`config.mk`:
```
export PLATFORM = sky130hd
export DESIGN_NAME = mole_game_ctrl
export DESIGN_NICKNAME = d
export VERILOG_FILES = /design/src/rtl/mole_game_ctrl.sv
export SDC_FILE = /design/constraint.sdc
export NUM_CORES = 1
export LEC_CHECK = 0
export BUFFER_PORTS_ARGS = -buffer_cell sky130_fd_sc_hd__buf_2
export CAP_MARGIN = 25
export CELL_PAD_IN_SITES_DETAIL_PLACEMENT = 1
export CELL_PAD_IN_SITES_GLOBAL_PLACEMENT = 2
export CORE_MARGIN = 2
export CORE_UTILIZATION = 30
export DETAILED_ROUTE_END_ITERATION = 6
export GPL_ROUTABILITY_DRIVEN = 1
export GPL_TIMING_DRIVEN = 1
export PLACE_DENSITY_LB_ADDON = 0.1
export SLEW_MARGIN = 20
export SYNTH_ARGS = -nofsm -noshare
export SYNTH_HDL_FRONTEND = slang
export SYNTH_SLANG_ARGS = --single-unit
```
`constraint.sdc`:
```
create_clock -name clk -period 9.5 [get_ports clk]
set_clock_uncertainty 0.1 [all_clocks]
set_input_delay 0 -clock clk [delete_from_list [all_inputs] [get_ports clk]]
set_output_delay 0 -clock clk [all_outputs]
set_load 0.05 [all_outputs]
```
`src/rtl/mole_game_ctrl.sv`:
```
// Multi-channel reaction-game controller: timed lamp phases, debounced button
// hits, score/miss bookkeeping and a one-hot score LED bank.
module mole_game_ctrl #(
   parameter int NUM_CH         = 4,
   parameter int CNT_W          = 32,
   parameter int ON_CYCLES      = 50000000,
   parameter int OFF_BASE       = 250000000,
   parameter int OFF_STEP       = 50000000,
   parameter int MAX_MISS       = 10,
   parameter int SCORE_W        = 32,
   parameter int LED_N          = 6,
   parameter bit PENALIZE_WRONG = 1'b0
) (
   input  logic               clk,
   input  logic               reset,
   input  logic [NUM_CH-1:0]  btn_n,
   input  logic               start_n,
   output logic [NUM_CH-1:0]  lamp,
   output logic [SCORE_W-1:0] score,
   output logic [7:0]         miss,
   output logic               in_game,
   output logic               game_over,
   output logic [LED_N-1:0]   score_led
);

   localparam logic [63:0] CNT_MAX  = (64'd1 << CNT_W) - 64'd1;
   localparam logic [63:0] DARK_MAX = 64'(OFF_BASE) + 64'(NUM_CH - 1) * 64'(OFF_STEP);
   localparam int          MW       = (SCORE_W > 32) ? SCORE_W : 32;
   localparam logic [CNT_W-1:0] ON_LAST = CNT_W'(ON_CYCLES - 1);

   if (64'(ON_CYCLES) > CNT_MAX || DARK_MAX > CNT_MAX || ON_CYCLES < 1 || OFF_BASE < 1 ||
       MAX_MISS < 1 || MAX_MISS > 255 - NUM_CH) begin : g_bad_params
      $error("mole_game_ctrl: phase lengths must fit CNT_W and MAX_MISS must be in range");
   end

   typedef enum logic [1:0] {ST_IDLE, ST_PLAY, ST_OVER} state_t;

   state_t             state_q, state_d;
   logic [NUM_CH:0]    sync1_q, sync1_d, sync2_q, sync2_d, hist_q, hist_d;
   logic [NUM_CH-1:0]  lit_q, lit_d;
   logic [CNT_W-1:0]   cnt_q [NUM_CH];
   logic [CNT_W-1:0]   cnt_d [NUM_CH];
   logic [SCORE_W-1:0] score_q, score_d;
   logic [7:0]         miss_q, miss_d;
   logic [LED_N-1:0]   led_q, led_d;
   logic [NUM_CH:0]    press;
   logic               start_evt;
   logic [4:0]         hits, misses;
   logic [MW-1:0]      score_rem;

   function automatic logic [CNT_W-1:0] dark_last(input int ch);
      return CNT_W'(64'(OFF_BASE) + 64'(ch) * 64'(OFF_STEP) - 64'd1);
   endfunction

   function automatic logic [SCORE_W-1:0] sat_score(input logic [SCORE_W-1:0] s,
                                                    input logic [4:0] add);
      logic [SCORE_W+5:0] sum;
      sum = (SCORE_W+6)'(s) + (SCORE_W+6)'(add);
      return (sum[SCORE_W+5:SCORE_W] != '0) ? '1 : sum[SCORE_W-1:0];
   endfunction

   function automatic logic [7:0] clamp_miss(input logic [7:0] m, input logic [4:0] add);
      logic [8:0] sum;
      sum = {1'b0, m} + 9'(add);
      return (sum >= 9'(MAX_MISS)) ? 8'(MAX_MISS) : sum[7:0];
   endfunction

   // Press = falling edge between history and second synchroniser stage; bit NUM_CH is start.
   assign press     = hist_q & ~sync2_q;
   assign start_evt = press[NUM_CH] | press[0];
   assign score_rem = MW'(score_q) % MW'(LED_N);

   always_comb begin
      sync1_d = {start_n, btn_n};
      sync2_d = sync1_q;
      hist_d  = sync2_q;
      state_d = state_q;
      lit_d   = lit_q;
      cnt_d   = cnt_q;
      score_d = score_q;
      miss_d  = miss_q;
      hits    = '0;
      misses  = '0;
      for (int j = 0; j < LED_N; j++) begin
         led_d[j] = (score_rem == MW'(j));
      end
      unique case (state_q)
         ST_IDLE, ST_OVER: begin
            if (start_evt) begin
               state_d = ST_PLAY;
               score_d = '0;
               miss_d  = '0;
               lit_d   = '0;
               for (int i = 0; i < NUM_CH; i++) cnt_d[i] = '0;
            end
         end
         ST_PLAY: begin
            for (int i = 0; i < NUM_CH; i++) begin
               if (lit_q[i]) begin
                  // A press on the timeout cycle wins over the miss.
                  if (press[i] || cnt_q[i] == ON_LAST) begin
                     lit_d[i] = 1'b0;
                     cnt_d[i] = '0;
                     if (press[i]) hits = hits + 5'd1;
                     else          misses = misses + 5'd1;
                  end else begin
                     cnt_d[i] = cnt_q[i] + CNT_W'(1);
                  end
               end else begin
                  if (press[i] && PENALIZE_WRONG) misses = misses + 5'd1;
                  if (cnt_q[i] == dark_last(i)) begin
                     lit_d[i] = 1'b1;
                     cnt_d[i] = '0;
                  end else begin
                     cnt_d[i] = cnt_q[i] + CNT_W'(1);
                  end
               end
            end
            score_d = sat_score(score_q, hits);
            miss_d  = clamp_miss(miss_q, misses);
            if (miss_d >= 8'(MAX_MISS)) begin
               state_d = ST_OVER;
               lit_d   = '0;
               for (int i = 0; i < NUM_CH; i++) cnt_d[i] = '0;
            end
         end
         default: state_d = ST_IDLE;
      endcase
   end

   always_ff @(posedge clk) begin
      if (reset) begin
         state_q <= ST_IDLE;
         sync1_q <= '1;
         sync2_q <= '1;
         hist_q  <= '1;
         lit_q   <= '0;
         cnt_q   <= '{default: '0};
         score_q <= '0;
         miss_q  <= '0;
         led_q   <= LED_N'(1);
      end else begin
         state_q <= state_d;
         sync1_q <= sync1_d;
         sync2_q <= sync2_d;
         hist_q  <= hist_d;
         lit_q   <= lit_d;
         cnt_q   <= cnt_d;
         score_q <= score_d;
         miss_q  <= miss_d;
         led_q   <= led_d;
      end
   end

   assign lamp      = lit_q;
   assign score     = score_q;
   assign miss      = miss_q;
   assign in_game   = (state_q == ST_PLAY);
   assign game_over = (state_q == ST_OVER);
   assign score_led = led_q;

endmodule

```
Word-level counts from Yosys, hierarchy flattened
Index checks and enable logic that the tools add are counted.

Add/sub/neg operators: 12. $mul: 0. Div/mod/pow operators: 1. $lt $le $gt $ge: 2. Equal/unequal tests: 17. Shift-type cells: 0. Muxes and demuxes: 71. Bitwise operators: 3. Reduce and logical (&&, ||, !) cells: 11.

Operators by type and width (count): two-way mux 32 bit (14); two-way mux 128 bit (2); one-hot mux 128 bit (2 select lines) (1); two-way mux 5 bit (26); adder 32 x 1 -> 32 bit (second input constant) (4); == test 32 x 26 -> 1 bit (second input constant) (4); == test 32 x 29 -> 1 bit (second input constant) (3); == test 32 x 2 -> 1 bit (second input constant) (2); == test 32 x 3 -> 1 bit (second input constant) (2); one-hot mux 32 bit (2 select lines) (1); adder 32 x 5 -> 33 bit (1); == test 32 x 1 -> 1 bit (second input constant) (1); == test 32 x 28 -> 1 bit (second input constant) (1); logical NOT 32 bit (1); modulo 32 x 3 -> 32 bit (second input constant) (1); adder 5 x 1 -> 5 bit (second input constant) (6); two-way mux 1 bit (18); two-way mux 8 bit (2); one-hot mux 8 bit (2 select lines) (1); adder 8 x 5 -> 9 bit (1); greater-or-equal comparator 9 x 4 -> 1 bit (second input constant) (1); greater-or-equal comparator 8 x 4 -> 1 bit (second input constant) (1); two-way mux 4 bit (2); one-hot mux 4 bit (2 select lines) (1); 15 further kinds (20).

Bits in registers: 195. Latch bits: 0. RAM bits: 0. Bits in read-only memories: 0. Bits of input ports: 7. Output and inout bits: 52. Word-level logic and storage cells: 129. Memories kept: 0.

Longest topological paths before layout
Gate-level depths: netlist (run 1).

Word-level depth: 27. Depth in mapped cells: 36. Mapped depth without buffers: 32.

Worst setup path after synthesis (run 1)
Ideal clock, no wire load.

Kind: register -> register. From: register score_q[26] (netlist: score[26]). To: register led_q[4] (netlist: score_led[4]). Setup time: 88 ps. Data arrival time: 7884 ps. Required time: 9312 ps. Setup slack: 1428 ps. Stages on the path, launching flop included: 36. Path buffers: 6. Period minus slack after synthesis: 8072 ps. Cells stage by stage: dfxtp_1 buf_4 inv_1 or4_1 a31oi_1 nor4_4 o221a_1 o2111ai_1 a211oi_2 mux2_1 a221o_1 a22o_1 buf_6 a22o_1 or3_1 buf_6 buf_6 nor4_2 nor3_1 o31ai_2 and2_1 buf_6 a2111oi_1 a2111o_1 or4_1 buf_2 a211oi_1 o311ai_1 and3_1 inv_1 ha_1 o31ai_1 a311o_1 a311oi_2 a211oi_1 nor4b_2.

Longest elaborated chain between the ends: 2.

Ends and longest elaborated chain: start: declaration (line 43) `logic [SCORE_W-1:0] score_q, score_d;`; start signal: assignment (line 149) `score_q <= score_d;`; modulo 32 x 3 -> 32 bit (line 71) `assign score_rem = MW'(score_q) % MW'(LED_N);`; == test 32 x 3 -> 1 bit (line 85) `led_d[j] = (score_rem == MW'(j));`; end signal: assignment (line 151) `led_q <= led_d;`; end: declaration (line 45) `logic [LED_N-1:0] led_q, led_d;`.

Every way passes these cells. A chain may end at the register's enable or synchronous reset.

Final worst setup path (run 1)
From: register score_q[28] (netlist: score[28]). To: register led_q[4] (netlist: score_led[4]).

The elaborated chain is that of the path after synthesis.

==> results.cfg, run 1 <==
[status]
outcome = finished, final reports clean

[setup_path]
r2r_cells = 29
cp-endpoint = score_led[4]
critPathRequiredTime_ns = 9.78
cp-start-kind = flop
crit_path_start = score[28]
cp_slowest_stage_delay_ns = 0.63
timing.reg2reg.setup_slack_ns = 0.58
worstPathArrival_ns = 9.19
critical-path-slowest-cell = or4_1
end_kind = flop
worst-path-buf-inv = 1
cp_top_family = compound AO/OA/AOI/OAI gates
worst-setup-path-type = reg -> reg
reg2reg_to = score_led[4]
worstSetupPathDepth = 29
crit_fanout = 18
reg2reg_from = score[28]

[synth]
synth_area_leader_cell = dfxtp_1
synth-seq-cells = 195
netlist_area_sq_um = 12700
synthTopCellsByArea = dfxtp_1, o21ai_0, nor2_1
yosys_warnings = 0
synthDistinctLibCells = 98
synth_cells = 1731
synth_top_area_share_pct = 30.7
seq_area_frac_synth_pct = 30.7
synth_most_common_cell = nor2_1
synth_area_per_cell_sq_um = 7.34
synth_edf_count = 0
async_reset_ff_share_pct = 0
syn-num-nets = 1759
ys.flop_type = dfxtp_1
synth_commonest_cells = nor2_1, dfxtp_1, o21ai_0, nand2_1, a21oi_1

[floorplan]
die_area_sq_um = 44000
fp.dieW_um = 210
io_pins = 59
die_h_um = 210
rows = 75
core_region_area_sq_um = 41900
start_util_pct = 30.3

[power_and_ir_drop]
fin_total_pwr_uw = 1690
p_leak_uw = 0.00523
share_comb_of_total_power_pct = 7.6
power.switching_uw = 463
pwr-share-seq_pct = 48.8
intPower_uw = 1230
power.density_nw_per_um2 = 121
ir_worst_vdd_v = 0.000123
power_frac_clock_pct = 43.6
sw_frac_of_total_pct = 27.4

[place]
place_hpwl_um = 27900
dp_slack_ns = 0.475
place_area_sq_um = 13300
portBuffers = 58
routabilityCongestion = 0.846

[route]
avgRoutedWirePerCell_um = 17.5
drt-initial-drc-count = 566
final_antenna_net_count = 0
first_pass_iters = 5
vias_per_cell = 5.60
drt_wl_total_um = 39800
num_vias = 12700
post-route-drc-count = 0

[global_routing]
grt_usage_pct = 18.4
grt_pass1_vias = 12800
grt_pass1_wl_um = 67000
grt_max_degree = 80
gr-usage-met2_pct = 32.0
grt_most_used_layer = met2
antenna_found_initial = 0
use_met1_pct = 24.1
grt_use_met3_pct = 2.24
overflow = 0

[clocking]
clock-root-buffer = clkbuf_16
clk_pin_slew_ns = 0.08
clock_latency_ns = 0.46
clkSinkCount = 195
cts_tree = done
numCtsBuffers = 17
h-tree-depth = 4
cts_buffer_depth = 2

[sta]
setup-violations-final = 0
period_minus_slack_ns = 8.92
hold_viol = 0
grt_setup_unrepaired = no
worst_slew_pin_slew_ns = 0.970
slew_headroom_pct = 35.1
fin_ws_ns = 0.585
finalCritPeriodShare_pct = 93.8
drv_slew = 0
fmax_mhz = 112
fin_tns_setup_ns = 0

[final_layout]
num-nets-final = 1748
syn_to_final_growth_pct = 10.1
final_area_sq_um = 14000
drive_gt1_share_pct = 9.81
postLayoutCoreUtil_pct = 33.4
diodes = 0

[flow_run]
cap_violations = 0

[hold_path]
hold_path_depth = 3
min_path_type = in -> reg
-- power by group through the flow --
stage	sequential, uW	clock, uW	combinational (uW)
4_1_cts	824	770	133
5_1_grt	825	796	149
6_report	824	737	129
3_3_place_gp	843	0	128
3_5_place_dp	843	0	131
2_1_floorplan	842	0	90.2
-- final cells by class --
type,count,area (sq um)
Clock buffer,19,443
Clock inverter,13,128
Fill cell,5093,27900
Inverter,39,146
Multi-Input combinational cell,1391,8240
Sequential cell,195,3910
Tap cell,539,674
Timing Repair Buffer,76,443
-- worst min path at each step --
| stage | start | to | slack, ns |
|---|---|---|---|
| 2_1_floorplan | btn_n[0] | sync1_q[0] | 0.004 |
| 3_3_place_gp | btn_n[3] | sync1_q[3] | 0.08 |
| 3_5_place_dp | btn_n[2] | sync1_q[2] | 0.09 |
| 4_1_cts | btn_n[0] | sync1_q[0] | 0.13 |
| 5_1_grt | btn_n[2] | sync1_q[2] | 0.15 |
| 6_report | btn_n[2] | sync1_q[2] | 0.15 |
-- state kept, by name, summed over array words and instances (netlist names) --
name       flops
cnt_q        128
score         32
miss           8
score_led      6
hist_d         5
hist_q         5
sync1_q        5
lamp           4
state_q        2
-- what timing repair did --
| item | CTS | global route |
|---|---|---|
| setup buffers | 0 | 0 |
| resized for setup | 0 | 11 |
| hold buffers | 6 | 0 |
| endpoints found under the hold margin | 37 | 0 |
| endpoints found under the setup margin | 0 | 6 |
-- tightest hold or removal path: stages --
cell and delay (ns):
dlygate4sd3_1 0.51, buf_2 0.09, or2_2 0.08
-- layer usage --
| layer | up-vias | wire, um |
|---|---|---|
| li1 | 6352 | - |
| met1 | 6224 | 19400 |
| met2 | 121 | 19200 |
| met3 | 31 | 838 |
| met4 | 0 | 458 |
| met5 | - | 0 |
-- stage by stage --
stage,cells,hold WS [ns]
after floorplan,1731,0.00381
after global placement,2233,0.0816
after detailed placement,2234,0.0878
after CTS,2272,0.125
after global routing,2272,0.147
final,2272,0.153
-- layout by cell type, fill, tap and decap left out, drive strengths merged, types with 9 or more instances in the layout --
master,instances
o211ai,9
nand4,19
mux2,10
a22o,20
or3,18
or2,19
nor4,30
nand2b,21
and2,16
nand3,60
a22oi,19
a31oi,30
clkbuf,19
xnor2,11
inv,43
a311oi,18
a21oi,141
o21ai,185
nor2,227
a211oi,12
buf,70
and3,94
nand2,145
ha,19
nor3,34
dfxtp,195
nor2b,26
o31ai,18
nor3b,55
-- logic make-up (layout without fill, tap and decap cells) --
kind of cell               count (synthesis)  after routing  share of synthesized area, %
and+or+nand+nor                          805            805                          33.3
buffers and inverters                    145            147                          4.89
adders and majority gates                 21             21                          2.19
AOI/OAI and AO/OA                        532            532                          26.4
xor gates and xnor gates                  19             19                          1.31
DFF                                      195            195                          30.7
muxes                                     14             14                          1.20
(Power assumes the default switching activity.)
==> inputs of run 2 (changes only) <==
Clock period 9.5 ns to 10.64 ns, I/O delays scaled along.
==> run 2 against run 1 <==
Net effect:
- flip-flop and latch count is the same
- clock power shrank 11%
- global-route usage shrank 0.34 points
- sequential share of layout area is essentially flat
- hold slack gained 0.011 ns
- routed wire length shrank 1.4%
==> results.cfg, run 2 (synthesis gave the netlist of run 1 again) <==
[global_routing]
antenna_found_initial = 0
grt_max_degree = 87
grt_usage_pct = 18.1
grt_pass1_wl_um = 66100
grt_pass1_vias = 12600
overflow = 0

[sta]
fmax_mhz = 110
slew_headroom_pct = 35.7
drv_slew = 0
fin_tns_setup_ns = 0
hold_viol = 0
worst_slew_pin_slew_ns = 0.964
hold_ws_ns = 0.164
period_minus_slack_ns = 9.11
grt_setup_unrepaired = no
finalCritPeriodShare_pct = 85.6
setup-violations-final = 0

[floorplan]
core_region_area_sq_um = 41900
io_pins = 59
die_h_um = 210
rows = 75
start_util_pct = 30.3
fp.dieW_um = 210
die_area_sq_um = 44000

[power_and_ir_drop]
fin_total_pwr_uw = 1500
p_leak_uw = 0.00522
power.density_nw_per_um2 = 108
ir_worst_vdd_v = 0.000110

[route]
avgRoutedWirePerCell_um = 17.3
first_pass_iters = 5
vias_per_cell = 5.63
drt_wl_total_um = 39300
num_vias = 12800
final_antenna_net_count = 0
drt-initial-drc-count = 636
post-route-drc-count = 0

[final_layout]
drive_gt1_share_pct = 9.41
final_cell_mix = nor2_1, dfxtp_1, o21ai_0
diodes = 0
largest-register = cnt_q
n_fill_cell = 5097
syn_to_final_growth_pct = 9.79
num-nets-final = 1747
largest_reg_flops = 128
final_common_cell = nor2_1
seqCellArea_sq_um = 3900
multi_input_area_sq_um = 8210

[clocking]
post_cts_resized = 0
cts_tree = done
clk_pin_slew_ns = 0.08
clkSinkCount = 195
clock_latency_ns = 0.46
clock-root-buffer = clkbuf_16
post-cts-setup-buffers = 0
h-tree-depth = 4
numCtsBuffers = 17
hold_buffers = 5
cts_buffer_depth = 2

[setup_path]
critical-path-slowest-cell = dfxtp_1
worstPathArrival_ns = 9.37
end_kind = flop
crit_path_start = score[29]
reg2reg_from = score[29]
worst-setup-path-type = reg -> reg
crit_fanout = 19
cp-start-kind = flop
critPathRequiredTime_ns = 10.90
cp_slowest_stage_delay_ns = 0.73

[hold_path]
min_from = btn_n[0]
min_path_type = in -> reg

[flow_run]
cap_violations = 0

[place]
place_hpwl_um = 27400
routabilityCongestion = 0.856
portBuffers = 58

[status]
outcome = finished, final reports clean
## run 2: changes by cell type in the layout (fill, tap and decap cells not counted), moves of 2 or more
cell        before  now
clkinv_4         2    5
clkinvlp_4       4    2
dfxtp_1        190  195
dfxtp_2          5    0
## run 2: layout make-up
class | instances | area share (%)
repair buffers | 75 | 3.10
well taps | 539 | 4.84
clock buffers | 17 | 3.05
flip-flops and latches | 195 | 28.0
inverters | 39 | 1.05
clock inverters | 15 | 1.08
multi-input cells | 1391 | 58.9
## run 2: routing by layer
layer,global-route usage [%],wire length [um]
met1,24.2,19400
met2,31.1,18800
met3,2.05,618
met4,4.21,431
met5,0,0
## run 2: per-stage QoR
stage / cells / worst slack (ns) / area (sq um) / utilization (%)
floorplan: 1731 / 2.57 / 12700 / -
global placement: 2233 / 1.79 / 13300 / 31.8
detailed placement: 2234 / 1.62 / 13300 / 31.8
CTS: 2271 / 1.60 / 13900 / 33.3
global route: 2271 / 0.842 / 13900 / 33.3
finish: 2271 / 1.53 / 13900 / 33.3
## run 2: path summary, 6_finish.rpt
check	cells after the start	slack, ns	end
setup / recovery	29	1.53	score_led[4]
hold / removal	3	0.16	sync1_q[0]
setup reg to reg	29	1.53	score_led[4]
hold reg to reg	1	0.31	hist_d[1]
## run 2: where the power goes
| group | switching, uW | total (uW) | leakage, uW | internal (uW) |
|---|---|---|---|---|
| Sequential | 2.71 | 736 | 0.00157 | 733 |
| Clock | 323 | 653 | 0.000280 | 330 |
| Combinational | 85.7 | 114 | 0.00336 | 28.2 |
## run 2: critical path, delay by kind of cell, from the launching register on
| family | cells | cell delay [ns] |
|---|---|---|
| DFF | 1 | 0.73 |
| adders and majority gates | 1 | 0.17 |
| buffers and inverters | 1 | 0.07 |
| muxes | 1 | 0.20 |
| AOI/OAI and AO/OA | 18 | 5.43 |
| and+or+nand+nor | 8 | 2.29 |
==> inputs of run 3 (changes only) <==
Settings changed: RECOVER_POWER set to 25.
==> run 3 against run 2 <==
Net effect:
- the flow now finishes with violations (capacitance limit, slew limit)
- die area is the same
- sequential share of layout area up 0.15 points
- worst setup slack got worse by 0.0086 ns
- combinational power about the same
- flip-flop and latch count unchanged
- critical endpoint unchanged
==> results.cfg, run 3 (synthesis gave the netlist of run 1 again) <==
[status]
outcome = complete, but fails checks
violations = capacitance limit, slew limit

[place]
portBuffers = 58
routabilityCongestion = 0.856
placed_cells = 2234
place_hpwl_um = 27400
place_area_sq_um = 13300

[final_layout]
final_cells = 2271
seqCellArea_sq_um = 3900
drive_gt1_share_pct = 6.29
final_common_cell = nor2_1
final_area_sq_um = 13900
multi_input_area_sq_um = 8210
n_fill_cell = 5115
largest_reg_flops = 128
largest-register = cnt_q
num-nets-final = 1747
final_cell_mix = nor2_1, dfxtp_1, o21ai_0
syn_to_final_growth_pct = 9.20
diodes = 0

[clocking]
clk_pin_slew_ns = 0.08
cts_tree = done
clkSinkCount = 195
h-tree-depth = 4
numCtsBuffers = 17
clock_latency_ns = 0.46
cts_buffer_depth = 2
post-cts-setup-buffers = 0
clock-root-buffer = clkbuf_16

[route]
post-route-drc-count = 0
drt-initial-drc-count = 508
vias_per_cell = 5.61
num_vias = 12700
drt_wl_total_um = 39400
first_pass_iters = 5
avgRoutedWirePerCell_um = 17.3
final_antenna_net_count = 0

[sta]
hold_ws_ns = 0.166
period_minus_slack_ns = 9.12
fin_tns_setup_ns = 0
grt_setup_unrepaired = no
drv_slew = 160
setup-violations-final = 0
slew_headroom_pct = -166
worst_slew_pin_slew_ns = 4.00
fmax_mhz = 110
finalCritPeriodShare_pct = 85.7
hold_viol = 0

[power_and_ir_drop]
power.density_nw_per_um2 = 108
fin_total_pwr_uw = 1500
p_leak_uw = 0.00498
ir_worst_vdd_v = 0.000110

[floorplan]
rows = 75
die_h_um = 210
io_pins = 59
core_region_area_sq_um = 41900
die_area_sq_um = 44000
start_util_pct = 30.3
fp.dieW_um = 210

[global_routing]
grt_pass1_vias = 12600
grt_pass1_wl_um = 66100
antenna_found_initial = 0
overflow = 0
grt_max_degree = 87
grt_usage_pct = 18.1

[setup_path]
cp_slowest_stage_delay_ns = 0.73
worst-path-buf-inv = 1
end_kind = flop
cp_top_family = compound AO/OA/AOI/OAI gates
crit_fanout = 19
worstPathArrival_ns = 9.36
cp-start-kind = flop
worst-setup-path-type = reg -> reg
critPathRequiredTime_ns = 10.88
critical-path-slowest-cell = dfxtp_1

[hold_path]
min_path_type = in -> reg

[flow_run]
cap_violations = 2
==> run 3: changes by cell type in the layout (fill, tap and decap cells not counted), sizes merged <==
| cell | delta |
|---|---|
| buf | -54 |
| clkbuf | +54 |
==> run 3: worst register-to-register path: cells and delay by family (launching register included) <==
family | cells | cell delay [ns]
AO/OA/AOI/OAI | 18 | 5.43
AND/OR/NAND/NOR | 8 | 2.28
flip-flops | 1 | 0.73
multiplexers | 1 | 0.20
adder cells (fa/ha/maj) | 1 | 0.17
buffers and inverters | 1 | 0.07
==> run 3: power by group <==
part	internal, uW	total, uW	switching, uW
Clock	330	654	324
Combinational	27.9	114	85.8
Sequential	733	736	2.70
==> run 3: routing by layer <==
metal	vias to the layer above	wire [um]	track usage [%]	part of all wire [%]
met1	6255	19400	24.2	49
met5	-	0	0	0
li1	6355	-	-	-
met2	106	18800	31.1	48
met3	29	716	2.05	1.8
met4	0	430	4.21	1.1
==> run 3: path summary, 6_finish.rpt <==
path | cells past startpoint | from | slack [ns] | endpoint
worst min register to register | 1 | sync1_q[1] | 0.31 | hist_d[1]
worst max-delay path | 29 | score[29] | 1.52 | score_led[4]
worst min-delay path | 3 | btn_n[0] | 0.17 | sync1_q[0]
worst max register to register | 29 | score[29] | 1.52 | score_led[4]
==> run 3: through the flow <==
stage	worst slack (ns)	utilization (%)
2_1_floorplan	2.57	-
4_1_cts	1.60	33.3
5_1_grt	0.776	33.1
6_report	1.52	33.1
3_3_place_gp	1.79	31.8
3_5_place_dp	1.62	31.8
==> run 3: layout make-up <==
type | instances | area share, %
sequential | 195 | 28.1
multi-input combinational | 1391 | 59.2
tap | 539 | 4.86
clock buffer | 17 | 3.07
timing repair buffer | 75 | 2.58
clock inverter | 15 | 1.08
inverter | 39 | 1.06
==> run 3: what timing repair did <==
action	4_1_cts	5_1_grt
endpoints found under the hold margin	5	0
hold buffers	5	0
setup endpoints to repair	0	0
gates resized for setup	0	0
